==> config.mk <==
export PLATFORM = sky130hd
export DESIGN_NAME = apb4_cmd_master
export DESIGN_NICKNAME = d
export VERILOG_FILES = /design/src/rtl/apb4_cmd_master.sv
export SDC_FILE = /design/constraint.sdc
export NUM_CORES = 1
export LEC_CHECK = 0
export CORE_MARGIN = 3
export CORE_UTILIZATION = 50
export DETAILED_ROUTE_END_ITERATION = 8
export GPL_TIMING_DRIVEN = 0
export PLACE_DENSITY = 0.72
export SYNTH_ARGS = -nofsm -noshare
export SYNTH_HDL_FRONTEND = slang
export SYNTH_SLANG_ARGS = --single-unit
==> constraint.sdc <==
create_clock -name clk -period 3.3 [get_ports clk]
set_input_delay 0.495 -clock clk [delete_from_list [all_inputs] [get_ports clk]]
set_output_delay 0.495 -clock clk [all_outputs]
set_load 0.03 [all_outputs]
==> src/rtl/apb4_cmd_master.sv <==
// APB4 command master: queued read/write commands become APB4 transfers, one response each (APB4_CMD_MASTER_TIMEOUT_EN adds a wait-state abort).
// Latency: push -> psel +1 cycle, penable +2, rsp_valid +3 with zero wait states; each wait state adds one cycle.
// Backpressure: cmd_ready drops when the FIFO is full; no new SETUP is issued until the pending response is taken.

module apb4_cmd_fifo #(
   parameter int WIDTH = 8,
   parameter int DEPTH = 4
) (
   input  logic             clk,
   input  logic             rst,
   input  logic             push_vld,
   input  logic [WIDTH-1:0] push_dat,
   input  logic             pop_vld,
   output logic [WIDTH-1:0] head_dat,
   output logic             full,
   output logic             empty
);
   localparam int PW = $clog2(DEPTH);

   logic [WIDTH-1:0] mem [DEPTH];
   logic [PW-1:0]    wr_ptr;
   logic [PW-1:0]    rd_ptr;
   logic [PW:0]      count;

   assign full     = (count == (PW+1)'(DEPTH));
   assign empty    = (count == '0);
   assign head_dat = mem[rd_ptr];

   always_ff @(posedge clk) begin
      if (push_vld) mem[wr_ptr] <= push_dat;
   end

   // Power-of-two depth lets the pointers wrap by plain overflow.
   always_ff @(posedge clk) begin
      if (rst) begin
         wr_ptr <= '0;
         rd_ptr <= '0;
         count  <= '0;
      end else begin
         if (push_vld) wr_ptr <= wr_ptr + 1'b1;
         if (pop_vld)  rd_ptr <= rd_ptr + 1'b1;
         case ({push_vld, pop_vld})
            2'b10:   count <= count + 1'b1;
            2'b01:   count <= count - 1'b1;
            default: count <= count;
         endcase
      end
   end
endmodule

module apb4_cmd_master #(
   parameter int ADDR_WIDTH     = 32,
   parameter int DATA_WIDTH     = 32,
   parameter int CMD_DEPTH      = 4,
   parameter int TIMEOUT_CYCLES = 64
) (
   input  logic                    clk,
   input  logic                    rst,
   input  logic                    cmd_valid,
   output logic                    cmd_ready,
   input  logic                    cmd_write,
   input  logic [ADDR_WIDTH-1:0]   cmd_addr,
   input  logic [DATA_WIDTH-1:0]   cmd_wdata,
   input  logic [DATA_WIDTH/8-1:0] cmd_strb,
   output logic                    rsp_valid,
   input  logic                    rsp_ready,
   output logic [DATA_WIDTH-1:0]   rsp_rdata,
   output logic                    rsp_error,
   output logic                    rsp_timeout,
   output logic                    s_apb_psel,
   output logic                    s_apb_penable,
   output logic                    s_apb_pwrite,
   output logic [ADDR_WIDTH-1:0]   s_apb_paddr,
   output logic [DATA_WIDTH-1:0]   s_apb_pwdata,
   output logic [DATA_WIDTH/8-1:0] s_apb_pstrb,
   output logic [2:0]              s_apb_pprot,
   input  logic                    s_apb_pready,
   input  logic [DATA_WIDTH-1:0]   s_apb_prdata,
   input  logic                    s_apb_pslverr
);
   localparam int STRB_WIDTH = DATA_WIDTH / 8;

   if (!(DATA_WIDTH == 8 || DATA_WIDTH == 16 || DATA_WIDTH == 32 || DATA_WIDTH == 64)) begin : g_bad_data_width
      $error("apb4_cmd_master: DATA_WIDTH must be 8, 16, 32 or 64");
   end
   if (CMD_DEPTH < 2 || (CMD_DEPTH & (CMD_DEPTH - 1)) != 0) begin : g_bad_depth
      $error("apb4_cmd_master: CMD_DEPTH must be a power of two >= 2");
   end
   if (TIMEOUT_CYCLES < 1) begin : g_bad_timeout
      $error("apb4_cmd_master: TIMEOUT_CYCLES must be >= 1");
   end

   typedef struct packed {
      logic                  write;
      logic [ADDR_WIDTH-1:0] addr;
      logic [DATA_WIDTH-1:0] wdata;
      logic [STRB_WIDTH-1:0] strb;
   } cmd_t;

   typedef enum logic [1:0] {IDLE, SETUP, ACCESS, RESP} state_t;

   state_t state;
   state_t state_nxt;
   cmd_t   push_dat;
   cmd_t   head_dat;
   logic   full;
   logic   empty;
   logic   push_vld;
   logic   pop;
   logic   load;
   logic   capture;
   logic   abort;
   logic   to_hit;

   assign cmd_ready   = !full && !rst;
   assign push_vld    = cmd_valid && cmd_ready;
   assign push_dat    = '{write: cmd_write, addr: cmd_addr, wdata: cmd_wdata, strb: cmd_strb};
   assign s_apb_pprot = 3'b000;

   apb4_cmd_fifo #(
      .WIDTH ($bits(cmd_t)),
      .DEPTH (CMD_DEPTH)
   ) u_cmd_fifo (
      .clk      (clk),
      .rst      (rst),
      .push_vld (push_vld),
      .push_dat (push_dat),
      .pop_vld  (pop),
      .head_dat (head_dat),
      .full     (full),
      .empty    (empty)
   );

`ifdef APB4_CMD_MASTER_TIMEOUT_EN
   localparam int TO_W = $clog2(TIMEOUT_CYCLES + 1);

   logic [TO_W-1:0] to_cnt;
   logic            timeout_q;

   // Hitting the limit on this cycle means TIMEOUT_CYCLES stalled ACCESS cycles have elapsed.
   assign to_hit      = (to_cnt == TO_W'(TIMEOUT_CYCLES - 1));
   assign rsp_timeout = timeout_q;

   always_ff @(posedge clk) begin
      if (rst) begin
         to_cnt    <= '0;
         timeout_q <= 1'b0;
      end else begin
         if (state != ACCESS)    to_cnt <= '0;
         else if (!s_apb_pready) to_cnt <= to_cnt + 1'b1;
         if (capture)    timeout_q <= 1'b0;
         else if (abort) timeout_q <= 1'b1;
      end
   end
`else
   assign to_hit      = 1'b0;
   assign rsp_timeout = 1'b0;
`endif

   always_comb begin
      state_nxt = state;
      pop       = 1'b0;
      load      = 1'b0;
      capture   = 1'b0;
      abort     = 1'b0;
      case (state)
         IDLE: begin
            if (!empty) begin
               state_nxt = SETUP;
               load      = 1'b1;
            end
         end
         SETUP: state_nxt = ACCESS;
         ACCESS: begin
            // pready wins over a timeout landing on the same cycle.
            if (s_apb_pready) begin
               capture   = 1'b1;
               pop       = 1'b1;
               state_nxt = RESP;
            end else if (to_hit) begin
               abort     = 1'b1;
               pop       = 1'b1;
               state_nxt = RESP;
            end
         end
         RESP: begin
            if (rsp_ready) begin
               if (!empty) begin
                  state_nxt = SETUP;
                  load      = 1'b1;
               end else begin
                  state_nxt = IDLE;
               end
            end
         end
         default: state_nxt = IDLE;
      endcase
   end

   always_ff @(posedge clk) begin
      if (rst) begin
         state         <= IDLE;
         s_apb_psel    <= 1'b0;
         s_apb_penable <= 1'b0;
         s_apb_pwrite  <= 1'b0;
         s_apb_paddr   <= '0;
         s_apb_pwdata  <= '0;
         s_apb_pstrb   <= '0;
         rsp_valid     <= 1'b0;
         rsp_rdata     <= '0;
         rsp_error     <= 1'b0;
      end else begin
         state         <= state_nxt;
         s_apb_psel    <= (state_nxt == SETUP) || (state_nxt == ACCESS);
         s_apb_penable <= (state_nxt == ACCESS);
         rsp_valid     <= (state_nxt == RESP);
         if (load) begin
            s_apb_pwrite <= head_dat.write;
            s_apb_paddr  <= head_dat.addr;
            s_apb_pwdata <= head_dat.wdata;
            s_apb_pstrb  <= head_dat.write ? head_dat.strb : '0;
         end
         if (capture) begin
            rsp_rdata <= s_apb_pwrite ? '0 : s_apb_prdata;
            rsp_error <= s_apb_pslverr;
         end else if (abort) begin
            rsp_rdata <= '0;
            rsp_error <= 1'b1;
         end
      end
   end
endmodule

---- Word-level counts from Yosys, hierarchy flattened ----
Memories as Yosys holds them, arrays and structs flattened. A register that Yosys moved wholly into a read port is not among the register bits.
Index checks and enable logic that the tools add are counted.
word-level totals
  flip-flop bits (word level) ............. 114
  latch bits .............................. 0
  memory bits (writable) .................. 276
  bits in read-only memories .............. 0
  input bits .............................. 107
  output and inout bits ................... 110
  word-level logic and storage cells ...... 54
  memories kept ........................... 1
operators by class
  add/sub/neg operators ................... 4
  $mul .................................... 0
  div/mod/pow operators ................... 0
  $lt $le $gt $ge ......................... 0
  equality and inequality tests ........... 9
  shift operators ......................... 0
  multiplexer cells ....................... 19
  bitwise operators ....................... 0
  reductions and logical operators ........ 8
memories
  name            depth  bits a word  rd ports  clocked after Yosys merged registers in  write ports  RTL line  source
  u_cmd_fifo.mem  4      69           1         1                                        1            20        logic [WIDTH-1:0] mem [DEPTH];
operator list
  operator                                                            number
  32-bit two-way mux                                                  2
  2-bit == test, second input constant                                5
  2-bit two-way mux                                                   5
  1-bit two-way mux                                                   8
  2-bit one-hot mux with 4 select lines                               1
  2-bit by 1-bit == test with 1-bit output, second input constant     3
  3-bit one-hot mux with 2 select lines                               1
  2-bit by 1-bit adder with 2-bit output, second input constant       2
  4-bit two-way mux                                                   1
  3-bit by 1-bit adder with 3-bit output, second input constant       1
  3-bit == test, second input constant                                1
  3-bit logical NOT                                                   1
  3-bit by 1-bit subtractor with 3-bit output, second input constant  1
  1-bit logical AND                                                   2
  1-bit logical NOT                                                   2
  2-bit logical NOT                                                   1
  1-bit one-hot mux with 2 select lines                               1
  2-bit nonzero test                                                  1
  1-bit logical OR                                                    1

---- Longest topological paths before layout ----
  depth after elaboration ................. 6
  mapped depth ............................ 11
  gate-level depth less buffers ........... 10

---- Cells and area by module ----
A second synthesis with hierarchy kept.
second synthesis, totals
  cells, all modules ...................... 907
  area, all modules ....................... 14674.1 um2
by module, submodules not included
  module           times used  cells each  area an instance (um2)  seq. area each (um2)
  apb4_cmd_fifo    1           408         10398.7                 8468.1
  apb4_cmd_master  1           499         4275.4                  2142.1

---- Least setup slack after synthesis ----
Ideal clock, no wire load.
  kind .................................... input-to-reg
  start point ............................. in cmd_valid
  end point ............................... mem u_cmd_fifo.mem[1][0] (netlist name), enable pin
  arrival ................................. 2.579 ns
  data required time ...................... 2.865 ns
  path slack .............................. 0.287 ns
  cell stages on the path ................. 3
  cells stage by stage .................... inv_1 -> nor3_1 -> and2_1
between the ends
  longest elaborated chain between the ends .. 3
RTL lines
  item                                     RTL line  source
  start: declaration                       59        input logic cmd_valid,
  1-bit logical AND                        116       assign push_vld = cmd_valid && cmd_ready;
  1-bit two-way mux                        30        if (push_vld) mem[wr_ptr] <= push_dat;
  1-bit two-way mux (not written as such)  30
  end: declaration                         20
Every way passes these cells.

---- Worst setup path in the final report ----
  start point ............................. in rst
  end point ............................... out cmd_ready
between the ends
  longest elaborated chain between the ends .. 2
RTL lines
  item                RTL line  source
  start: declaration  58        input logic rst,
  1-bit logical NOT   115       assign cmd_ready = !full && !rst;
  1-bit logical AND   115
  end: declaration    60        output logic cmd_ready,
Every way passes these cells.

==> summary.md <==
The flow ran to the end, and the final reports show no timing, DRC or antenna violations. The clock reaches the later pin of the worst-skew pair after 0.52 ns. The fraction of synthesized cell area in xor and xnor cells works out to 0.2352%. Based on the critical path, the design can be clocked at up to 0.3188 GHz. In this run the core area contains 62 standard-cell rows. The run gives 0 as the final count of hold timing violations. In this run, the number of DRC markers left after iteration 0 of detailed routing was 804. The number of storage elements in the synthesis netlist came out at 392.

Once routing completed, OpenROAD measured the worst setup slack at 0.1629 ns. For this run, design rule violations remaining after detail routing come to 0. The library cell used most frequently in the layout, excluding fill and tap cells, is edfxtp_1.

Overall die area: 31900 µm². The logs give 5 for the first-pass detailed-route iteration total and 3830 µm² for the area of combinational cells with multiple inputs. The setup slack at placement is -0.1023 ns, and the post-route clock period utilization is 95.06%. The average detailed-routed wire length per instance came out at 21.94 µm. For the number of synthesis warnings, the log shows 0.

The mean instance size in the synthesized netlist was 16.16 µm². The number of violations of the max-capacitance limit came out at 0. The routed layout has 9127 vias. The run gives 3 as the initial antenna violation count. Between clock sinks in the finished design, the worst skew comes to 0.01168 ns.

Counting flops with a built-in enable in the synthesized netlist gives 276. After synthesis, the largest family of logic cells by area is multiplexers. Summing the areas of all and, or, nand and nor instances in the mapped netlist gives 6.266% of the synthesized area. The clock net in this run drives a total of 392 sinks. After the flow finishes, the layout carries non-filler instances totaling 1597. Of the total synthesized cell area, the portion taken by full adders, half adders and majority gates is 1.058%. The library cells used most frequently in the layout, excluding fill and tap cells, are edfxtp_1, clkdlybuf4s50_1, dfxtp_1. The worst path in the final design needs a cycle of 3.137 ns, including I/O delays and setup. The count of buffers added on input and output ports is 212. The kind of critical path is primary input to primary output. In the post-synthesis netlist, the biggest area contributors are edfxtp_1, dfxtp_1, mux4_2, a21oi_1, o31ai_1. Compared with the post-synthesis result, the final layout area differs by 27.20%. The clock passes through at most 3 buffers.

Of the post-synthesis cell area, the part taken by muxes is 10.51%. TritonCTS built the clock tree. In the synthesized netlist the dominant register cell turns out to be edfxtp_1.

Clock-pin slew reported for the worst setup and hold paths after clock tree synthesis: 0.06 ns. In this run, CTS created clock tree buffers numbering 39. STA puts the critical path data arrival time at 2.64 ns.

The run gives 29010 µm² as the area of the core. Setup violations remaining at the end of the flow were counted as 0. Summed over all layers, the routed wires come to 35040 µm. For the pin with the worst max-slew slack, the measured transition is 0.7424 ns. The logs give 0 for the residual overflow from global routing and 43 for the maximum number of pins on one net before global-route repair. The via density per instance came out at 5.715. After legalization and detailed placement, the total HPWL measured 22770 µm. The netlist uses 38 different library cells. Including well taps, the total number of placed cells is 1525. The x dimension of the die was 178.6 µm; the count of fill cells added during filler insertion was 2090. Synthesis produced a netlist whose cell count is 922. The worst setup path is captured at a primary output. The overall fraction of global-route tracks in use is 21.86%, and the number of max-slew violations in the final report is 0. Sequential elements use 71.22% of the synthesized area. Power spread over the standard cell area amounts to 771.8 nW/µm². The share of synthesized area in the top cell type comes to 55.64%. Summed over all cells, the static leakage comes to 6.075 nW. At the end of routability-driven placement, the weighted congestion stood at 0.7870. The biggest fanout along the worst timing path came out at 10.

The post-synthesis instance area came out at 14900 µm². The number of global-route vias before repair is 9283, and the number of nets with antenna violations after detailed routing is 0. The fraction of registers with async set or reset after synthesis was 0%; the total number of nets in the final design was 1301. The final hold slack came out at 0.4495 ns.

At the worst endpoint, the required time is 2.80 ns. The cell type contributing the most total cell area after synthesis was edfxtp_1. The cell sitting at the root of the clock tree is a clkbuf_16. The number of H-tree levels came out at 2. Setup repair after global routing left no endpoint under its margin.

The worst setup path is launched from a primary input. For this configuration, the core starts out at a cell density of 51.35%. The tools report the total area of sequential cells as 10610 µm². In this run the register-to-register setup slack is 0.30 ns.

The path class of the tightest hold or removal check is flop to flop. The first global-routing pass estimated 52830 µm of wire. The floorplan step set the die height to 178.6 µm.

Summing the areas of all compound-gate instances in the mapped netlist gives 7.458% of the synthesized area. Pin placement for this block handled 217 I/O pins. Worst supply voltage drop on vdd: 0.0005383 V. The worst slew slack as a fraction of its limit was 50.50%; the share of final-layout standard cells stronger than drive strength 1 was 14.19%.
[logic make-up after synthesis]
group	count (synthesis)
multiplexers	70
buffers and inverters	99
other	1
adder cells (fa/ha/maj)	12
XOR/XNOR	4
AO/OA/AOI/OAI	182
AND/OR/NAND/NOR	162
flip-flops	392
[critical path, stage by stage]
cell             delay (ns)
clkdlybuf4s50_1        0.52
buf_2                  0.28
buf_1                  0.48
nor2_1                 0.21
clkdlybuf4s50_1        0.65
[where the power goes]
part / internal, mW / switching (mW) / leakage [nW]
Clock: 2.76 / 1.76 / 0.644
Sequential: 5.69 / 0.253 / 3.45
Combinational: 1.44 / 2.72 / 1.98
[routing by layer]
layer  wire [µm]  global-route usage, %  vias to the layer above
met5          35                      0                        -
met4         555                  5.552                        6
met3        2650                  4.449                       50
met2       17400                  36.73                      355
met1       14410                  29.45                     4539
li1            -                      -                     4177
[synth_stat cells, types with 2 or more instances]
library cell and count:
edfxtp_1 276, nand4_1 65, o32ai_1 3, inv_1 14
buf_12 2, or3_1 2, o31ai_1 67, ha_1 11
buf_1 15, clkbuf_1 33, nor3_1 2, nor2_1 10
nand2_1 39, and2_1 5, mux4_2 69, nand3b_1 32
dfxtp_1 116, buf_4 11, a211oi_1 2, xor2_1 3
buf_2 22, a21oi_1 105, nor2b_1 3
[what timing repair did]
item	in CTS	in global routing
hold buffers	0	0
setup buffers	0	0
resized for setup	0	2
endpoints found under the setup margin	0	1
[metrics by stage]
stage	setup TNS (ns)	instance area, µm²	total power [mW]	utilization, %
4_1_cts	0	18940	14.69	65.28
5_1_grt	0	18950	15.25	65.30
2_1_floorplan	0	14910	8.528	-
3_5_place_dp	-0.1023	17620	10.17	60.74
6_report	0	18950	14.63	65.31
3_3_place_gp	-470.08	17510	10.11	60.35
[sequential cells by signal, indices dropped and copies added (netlist names), named ones only]
register	count
u_cmd_fifo.count	3
u_cmd_fifo.mem	276
rsp_valid	1
state	2
u_cmd_fifo.rd_ptr	2
s_apb_penable	1
rsp_rdata	32
s_apb_pwrite	1
u_cmd_fifo.wr_ptr	2
s_apb_psel	1
s_apb_pwdata	32
s_apb_paddr	32
rsp_error	1
s_apb_pstrb	4
[final timing paths]
path,cells past startpoint,endpoint,from
max,5,cmd_ready,rst
max reg2reg,11,u_cmd_fifo.count[2],state[0]
min,2,rsp_rdata[25],rsp_rdata[25]
min reg2reg,2,rsp_rdata[25],rsp_rdata[25]
[final cells by class]
type,instances,area share [%]
antenna,1,0.01321
buffer,84,2.239
clock buffer,59,5.983
clock inverter,12,0.9641
inverter,15,0.3170
multi-input combinational,434,20.21
sequential,392,56.00
tap,384,2.536
timing repair buffer,216,11.74
Note: power is estimated with default switching activity, not from simulation.
